[src/rtl/priority_decoder_q.sv]
// Queued 7-bit priority-index decoder: DEPTH-entry FIFO feeding a registered one-hot
// (and, with PRIDEC_THERMO_EN, thermometer) decode of the head entry, plus a hit counter.
module priority_decoder_q #(
    parameter int unsigned DEPTH = 2,
    parameter int unsigned CNT_W = 16
) (
    input  logic             clk,
    input  logic             rst_n,
    input  logic             in_valid,
    output logic             in_ready,
    input  logic [6:0]       in_idx,
    input  logic             in_none,
    output logic             out_valid,
    input  logic             out_ready,
    output logic [127:0]     out_onehot,
`ifdef PRIDEC_THERMO_EN
    output logic [127:0]     out_thermo,
`endif
    input  logic             clr_cnt,
    output logic [CNT_W-1:0] hit_cnt
);
    localparam int unsigned IDX_W = 7;
    localparam int unsigned DEC_W = 128;
    localparam int unsigned PTR_W = $clog2(DEPTH);
    localparam int unsigned OCC_W = PTR_W + 1;

    typedef struct packed {
        logic             none;
        logic [IDX_W-1:0] idx;
    } entry_t;

    entry_t             mem_q [DEPTH];
    entry_t             mem_d [DEPTH];
    logic [PTR_W-1:0]   wr_ptr_q, wr_ptr_d;
    logic [PTR_W-1:0]   rd_ptr_q, rd_ptr_d;
    logic [OCC_W-1:0]   occ_q, occ_d;
    logic               in_ready_q, in_ready_d;
    logic               out_valid_q, out_valid_d;
    logic [DEC_W-1:0]   onehot_q, onehot_d;
    logic [CNT_W-1:0]   hit_cnt_q, hit_cnt_d;
    entry_t             in_word;
    entry_t             head_d;
    logic               push;
    logic               pop;
`ifdef PRIDEC_THERMO_EN
    logic [DEC_W-1:0]   thermo_q, thermo_d;
`endif

    // Next-state: pointers, occupancy, and the decode of the entry that will be head.
    always_comb begin
        in_word  = '{none: in_none, idx: in_idx};
        push     = in_valid && in_ready_q;
        pop      = out_valid_q && out_ready;
        mem_d    = mem_q;
        wr_ptr_d = wr_ptr_q;
        rd_ptr_d = rd_ptr_q;
        if (push) begin
            mem_d[wr_ptr_q] = in_word;
            wr_ptr_d        = wr_ptr_q + PTR_W'(1);
        end
        if (pop) begin
            rd_ptr_d = rd_ptr_q + PTR_W'(1);
        end
        occ_d       = occ_q + OCC_W'(push) - OCC_W'(pop);
        in_ready_d  = (occ_d != OCC_W'(DEPTH));
        out_valid_d = (occ_d != OCC_W'(0));
        head_d      = mem_d[rd_ptr_d];
        onehot_d    = '0;
        if (out_valid_d && !head_d.none) begin
            onehot_d = DEC_W'(1) << head_d.idx;
        end
`ifdef PRIDEC_THERMO_EN
        // 2<<127 wraps to zero, so the subtraction yields all-ones for idx=127.
        thermo_d = '0;
        if (out_valid_d && !head_d.none) begin
            thermo_d = (DEC_W'(2) << head_d.idx) - DEC_W'(1);
        end
`endif
        hit_cnt_d = hit_cnt_q;
        if (clr_cnt) begin
            hit_cnt_d = '0;
        end else if (push && !in_none && (hit_cnt_q != {CNT_W{1'b1}})) begin
            hit_cnt_d = hit_cnt_q + CNT_W'(1);
        end
    end

    always_ff @(posedge clk or negedge rst_n) begin
        if (!rst_n) begin
            for (int i = 0; i < int'(DEPTH); i++) begin
                mem_q[i] <= '0;
            end
            wr_ptr_q    <= '0;
            rd_ptr_q    <= '0;
            occ_q       <= '0;
            in_ready_q  <= 1'b1;
            out_valid_q <= 1'b0;
            onehot_q    <= '0;
            hit_cnt_q   <= '0;
`ifdef PRIDEC_THERMO_EN
            thermo_q    <= '0;
`endif
        end else begin
            mem_q       <= mem_d;
            wr_ptr_q    <= wr_ptr_d;
            rd_ptr_q    <= rd_ptr_d;
            occ_q       <= occ_d;
            in_ready_q  <= in_ready_d;
            out_valid_q <= out_valid_d;
            onehot_q    <= onehot_d;
            hit_cnt_q   <= hit_cnt_d;
`ifdef PRIDEC_THERMO_EN
            thermo_q    <= thermo_d;
`endif
        end
    end

    assign in_ready   = in_ready_q;
    assign out_valid  = out_valid_q;
    assign out_onehot = onehot_q;
    assign hit_cnt    = hit_cnt_q;
`ifdef PRIDEC_THERMO_EN
    assign out_thermo = thermo_q;
`endif

endmodule

[config.mk]
export PLATFORM = sky130hd
export DESIGN_NAME = priority_decoder_q
export DESIGN_NICKNAME = d
export VERILOG_FILES = /design/src/rtl/priority_decoder_q.sv
export SDC_FILE = /design/constraint.sdc
export NUM_CORES = 1
export LEC_CHECK = 0
export BUFFER_PORTS_ARGS = -buffer_cell sky130_fd_sc_hd__buf_2
export CORE_ASPECT_RATIO = 0.75
export CORE_MARGIN = 4
export CORE_UTILIZATION = 45
export DETAILED_ROUTE_END_ITERATION = 8
export PLACE_DENSITY = 0.74
export SLEW_MARGIN = 25
export SYNTH_ARGS = -nofsm -noshare
export SYNTH_HDL_FRONTEND = slang
export SYNTH_SLANG_ARGS = --single-unit
[constraint.sdc]
create_clock -name clk -period 5.65 [get_ports clk]
set_input_delay 1.13 -clock clk [delete_from_list [all_inputs] [get_ports clk]]
set_output_delay 1.13 -clock clk [all_outputs]
set_load 0.01 [all_outputs]
**After elaboration in Yosys (flattened, before gate mapping)**

Cells that the tools add are included.

- Register bits after elaboration: 166
- Latch bits: 0
- RAM bits: 0
- Memory bits (read-only): 0
- Bits of input ports: 13
- Word-level logic and storage cells: 45
- Memories kept: 0

- $add $sub $neg: 5
- Multiply operators: 0
- Divide/modulo/power cells: 0
- Magnitude comparators: 3
- Eq/ne operators: 2
- Shift operators: 1
- Multiplexer cells: 11
- Bitwise logic cells: 2
- Reduce and logical (&&, ||, !) cells: 10

Operators with widths:

| cell | count |
|---|---|
| $mux W128 | 1 |
| $shl A1 B7 Y128 const A | 1 |
| $mux W16 | 3 |
| $mux W8 | 4 |
| $add A16 B1 Y16 const B | 1 |
| $bwmux W16 | 1 |
| $ne A16 B16 Y1 const B | 1 |
| $demux W8 S1 | 1 |
| $logic_and A1 B1 Y1 | 6 |
| $ge A2 B2 Y1 const B | 2 |
| $not A1 Y2 | 2 |
| $reduce_bool A2 Y1 | 2 |
| $add A1 B1 Y1 const B | 2 |
| $add A2 B1 Y2 | 1 |
| $logic_not A1 Y1 | 2 |
| $lt A2 B1 Y1 const B | 1 |
| $ne A2 B2 Y1 const B | 1 |
| $sub A2 B1 Y2 | 1 |
| $mux W1 | 1 |

**Longest topological paths before layout**

- Depth in word-level cells: 13
- Mapped depth: 10

**Worst setup path before layout**

Ideal clock, no wire load.

- Kind: input to register
- Start point: input out_ready
- End point: register onehot_q[27] (netlist: out_onehot[27])
- Library setup time: 121 ps
- Arrival: 2841 ps
- Data required time: 5529 ps
- Setup slack: 2688 ps
- Stages on the path: 10
- Path buffers: 1
- Cell sequence: and2_1 ha_1 inv_1 ha_1 xor3_2 o211ai_4 a21oi_1 a21oi_4 buf_6 nor2_1

- Elaborated cells between the ends (all ways): 12

RTL lines:

| what | line | source |
|---|---|---|
| start, declared | 14 | `input logic out_ready,` |
| $logic_and A1 B1 Y1 | 53 | `pop = out_valid_q && out_ready;` |
| $sub A2 B1 Y2 | 64 | `occ_d = occ_q + OCC_W'(push) - OCC_W'(pop);` |
| net occ_d[1] | 36 | `logic [OCC_W-1:0] occ_q, occ_d;` |
| $reduce_bool A2 Y1 | 66 | `out_valid_d = (occ_d != OCC_W'(0));` |
| $logic_and A1 B1 Y1 | 69 | `if (out_valid_d && !head_d.none) begin` |
| $mux W128 | 69 |  |
| net onehot_d[27] | 39 | `logic [DEC_W-1:0] onehot_q, onehot_d;` |
| end signal, assigned | 109 | `onehot_q <= onehot_d;` |
| end, declared | 39 |  |

The timed path passes the listed nets, and every way through them passes these cells. The select of a mux whose other input is x is not followed.
A chain may end at the register's enable or synchronous reset.

**Final worst setup path**

- Start point: input in_valid
- End point: register onehot_q[7] (netlist: out_onehot[7])

- Elaborated cells between the ends (all ways): 12

RTL lines:

| what | line | source |
|---|---|---|
| start, declared | 9 | `input logic in_valid,` |
| $logic_and A1 B1 Y1 | 52 | `push = in_valid && in_ready_q;` |
| $add A2 B1 Y2 | 64 |  |
| $sub A2 B1 Y2 | 64 |  |
| net occ_d[1] | 36 |  |
| $reduce_bool A2 Y1 | 66 |  |
| $logic_and A1 B1 Y1 | 69 |  |
| $mux W128 | 69 |  |
| net onehot_d[7] | 39 |  |

The timed path passes the listed nets, and every way through them passes these cells. The select of a mux whose other input is x is not followed.

==> impl_metrics.ini <==
[outcome]
outcome = complete, no violations

[worst_setup_path]
crit_type = in2reg
required_ps = 5930
worst_r2r_startpoint = in_ready
reg2regPathDepth = 9
worstPathCellList = buf_2, nand2_1, ha_1, inv_1, ha_1, xor3_2, o211ai_4, a21oi_1, a21oi_4, nor2_1
crit_path_frequent_cell = ha_1
critPathMaxFanout = 16
worstReg2RegEnd = out_onehot[7]
critPathLaunchType = input pin
r2r_slack_ps = 2970
cp_slowest_stage_delay_ps = 410
endpoint_kind = flip-flop
cp.arrival_ps = 3230
slowest_stage = a21oi_4

[sta]
clock.fmax_mhz = 339.4
finalCritPeriodShare_pct = 52.15
maxSlewHeadroom_pct = 41.89
hold_viol = 0
drv_slew = 0
fin_tns_setup_ps = 0
skew_ps = 8.222
setup_viol = 0
rsz0062_at_grt = false
fin_crit_ps = 2946
max_slew.worst_pin.slew_ps = 871.7

[power]
p_per_area_nw_per_um2 = 461.0
p_leak_nw = 4.311
vdd_ir_drop_max_v = 0.0002588

[synth]
synthMuxAreaShare_pct = 8.785
synth_nets = 598
synth_top_cell_area_share_pct = 60.27
synth_seq_cells = 166
yosys.area_share.simple_pct = 18.68
synth-xor-area-share_pct = 1.772
syn_inst = 582
ys_top_cells_by_area = dfrtp_1 (60%), nor2_1 (8.7%), mux2i_1 (4.7%)
yosys_warnings = 0
synthDistinctLibCells = 61
synth_top_family_by_area = simple AND/OR/NAND/NOR gates
synth_compound_area_share_pct = 6.922
synth_area_um2 = 6850
yosysTopAreaCell = dfrtp_1
yosysSeqAreaShare_pct = 60.66
synth_flop_cell = dfrtp_1
synth_edf_count = 0
syn_avg_cell_area_um2 = 11.77
synth_common_cells = dfrtp_1 (165), nor2_1 (158), nand2_1 (48)
synthAdderAreaFrac_pct = 0.5479
synth_most_common_cell = dfrtp_1
async_flop_share_pct = 100.0

[final_layout]
stdcell_count = 957
nNetsFinal = 759
areaGrowthSynthToFinish_pct = 21.95
multi_input_area_um2 = 2515
num-fill-cells = 1192
regArea_um2 = 4155
layout-drive-gt1-share_pct = 32.41

[clocking]
ctsHoldBuffers = 0
cts_made_buffers = 17
clock_sinks = 166
cts_max_path_buffers = 2
tritoncts = yes
post_cts_buffers = 0
cts_root_buf = clkbuf_16
clk_pin_slew_ps = 60
insertion_delay_ps = 420
cts_htree_levels = 4
ctsResizeCount = 0

[place]
io_buffers = 158
routabilityCongestion = 0.9241
dp_cells = 924
hpwl_mm = 12.46

[hold_path]
hold_path.class = reg2reg
hold_depth = 1
hold_start = mem_q[6]
min_to = mem_q[6]

[floorplan]
die_area_um2 = 17280
die_w_um = 150.5
core_area_um2 = 14690
start_util_pct = 46.63
ioPinCount = 159
die_y_um = 114.9
row_count = 38

[global_routing]
grt_pass1_wl_mm = 27.24
grt.overflow.total = 0
grt_max_degree = 124
antenna_found_initial = 2
grt_pass1_vias = 4929
track_usage_pct = 20.70

[routing]
drtAntennaViolNets = 0
routedWlPerCell_um = 18.00
drt_iter0_markers = 293
drtPass1Iterations = 4
drc = 0
wl_mm = 17.22
dr_total_vias = 4948
vias_per_cell = 5.170

[flow_run]
maxCapViolCount = 0
area by class of cell:
type | count | share of cell area [%]
multi-input cells | 390 | 30.10
repair buffers | 159 | 9.675
diodes | 1 | 0.02995
clock buffers | 21 | 5.511
inverters | 9 | 0.4343
flip-flops and latches | 166 | 49.74
well taps | 200 | 2.995
clock inverters | 11 | 1.513
per-stage QoR:
step           setup slack, ps  util, %  hold WS, ps  total power, mW  area [µm²]
2_1_floorplan             2688        -        494.7            2.404        6850
3_3_place_gp              2328    52.83        509.2            2.696        7761
3_5_place_dp              2273    52.83        524.1            2.738        7761
4_1_cts                   2700    56.82        538.0            3.878        8348
5_1_grt                   2561    56.86        551.5            4.050        8354
6_report                  2704    56.86        535.6            3.851        8354
layout by cell type (no fill, tap or decap), types with 3 or more instances in the layout:
master      count
nor3_1          4
nand3b_1        3
a21oi_1         4
a2111oi_0       3
o21ai_0         5
mux2_2         19
nor2b_1        19
a21oi_4         6
o32ai_2         3
clkbuf_16      17
nor2_1        158
clkinv_4        3
mux2i_1        32
nand3_1        10
a211oi_1        7
clkinvlp_4      4
inv_1           8
ha_1            3
dfrtp_1       165
nor2_4          3
nand2_1        48
mux2i_4         3
buf_2         157
xnor2_1         9
nand4_1        11
and3_1          4
where the power goes:
group	switching, mW	internal, mW
Combinational	0.844	0.438
Clock	0.462	0.674
Sequential	0.124	1.31
Total	1.43	2.42
sequential cells by signal, indices dropped and copies added, names as in the netlist:
name / flops
occ_q: 2
in_ready: 1
rd_ptr_q: 1
out_onehot: 128
mem_q: 16
out_valid: 1
wr_ptr_q: 1
hit_cnt: 16
how the worst max path moves through the flow:
stage	cells past startpoint	endpoint	start
2_1_floorplan	10	out_onehot[27]	out_ready
3_3_place_gp	10	out_onehot[29]	in_valid
3_5_place_dp	10	out_onehot[39]	in_valid
4_1_cts	10	out_onehot[7]	in_valid
5_1_grt	10	out_onehot[7]	in_valid
6_report	10	out_onehot[7]	in_valid
per-layer routing:
| layer | up-vias | share of wire [%] | track usage (%) |
|---|---|---|---|
| met1 | 2451 | 44 | 29.03 |
| met3 | 23 | 9.4 | 7.092 |
| li1 | 2281 | - | - |
| met2 | 191 | 46 | 30.99 |
| met5 | - | 0.075 | 0 |
| met4 | 2 | 1.2 | 5.789 |
kinds of logic after synthesis:
kind of cell,after synthesis
AOI/OAI and AO/OA,44
and+or+nand+nor,277
muxes,54
DFF,166
adders and majority gates,3
xor gates and xnor gates,12
buffers and inverters,26
worst max-delay path: cells and delay by family:
| kind | cells | cell delay [ps] |
|---|---|---|
| adders and majority gates | 2 | 430 |
| and+or+nand+nor | 2 | 240 |
| xor gates and xnor gates | 1 | 320 |
| AOI/OAI and AO/OA | 3 | 880 |
| buffers and inverters | 2 | 200 |
Power figures use the tool's default switching activity.
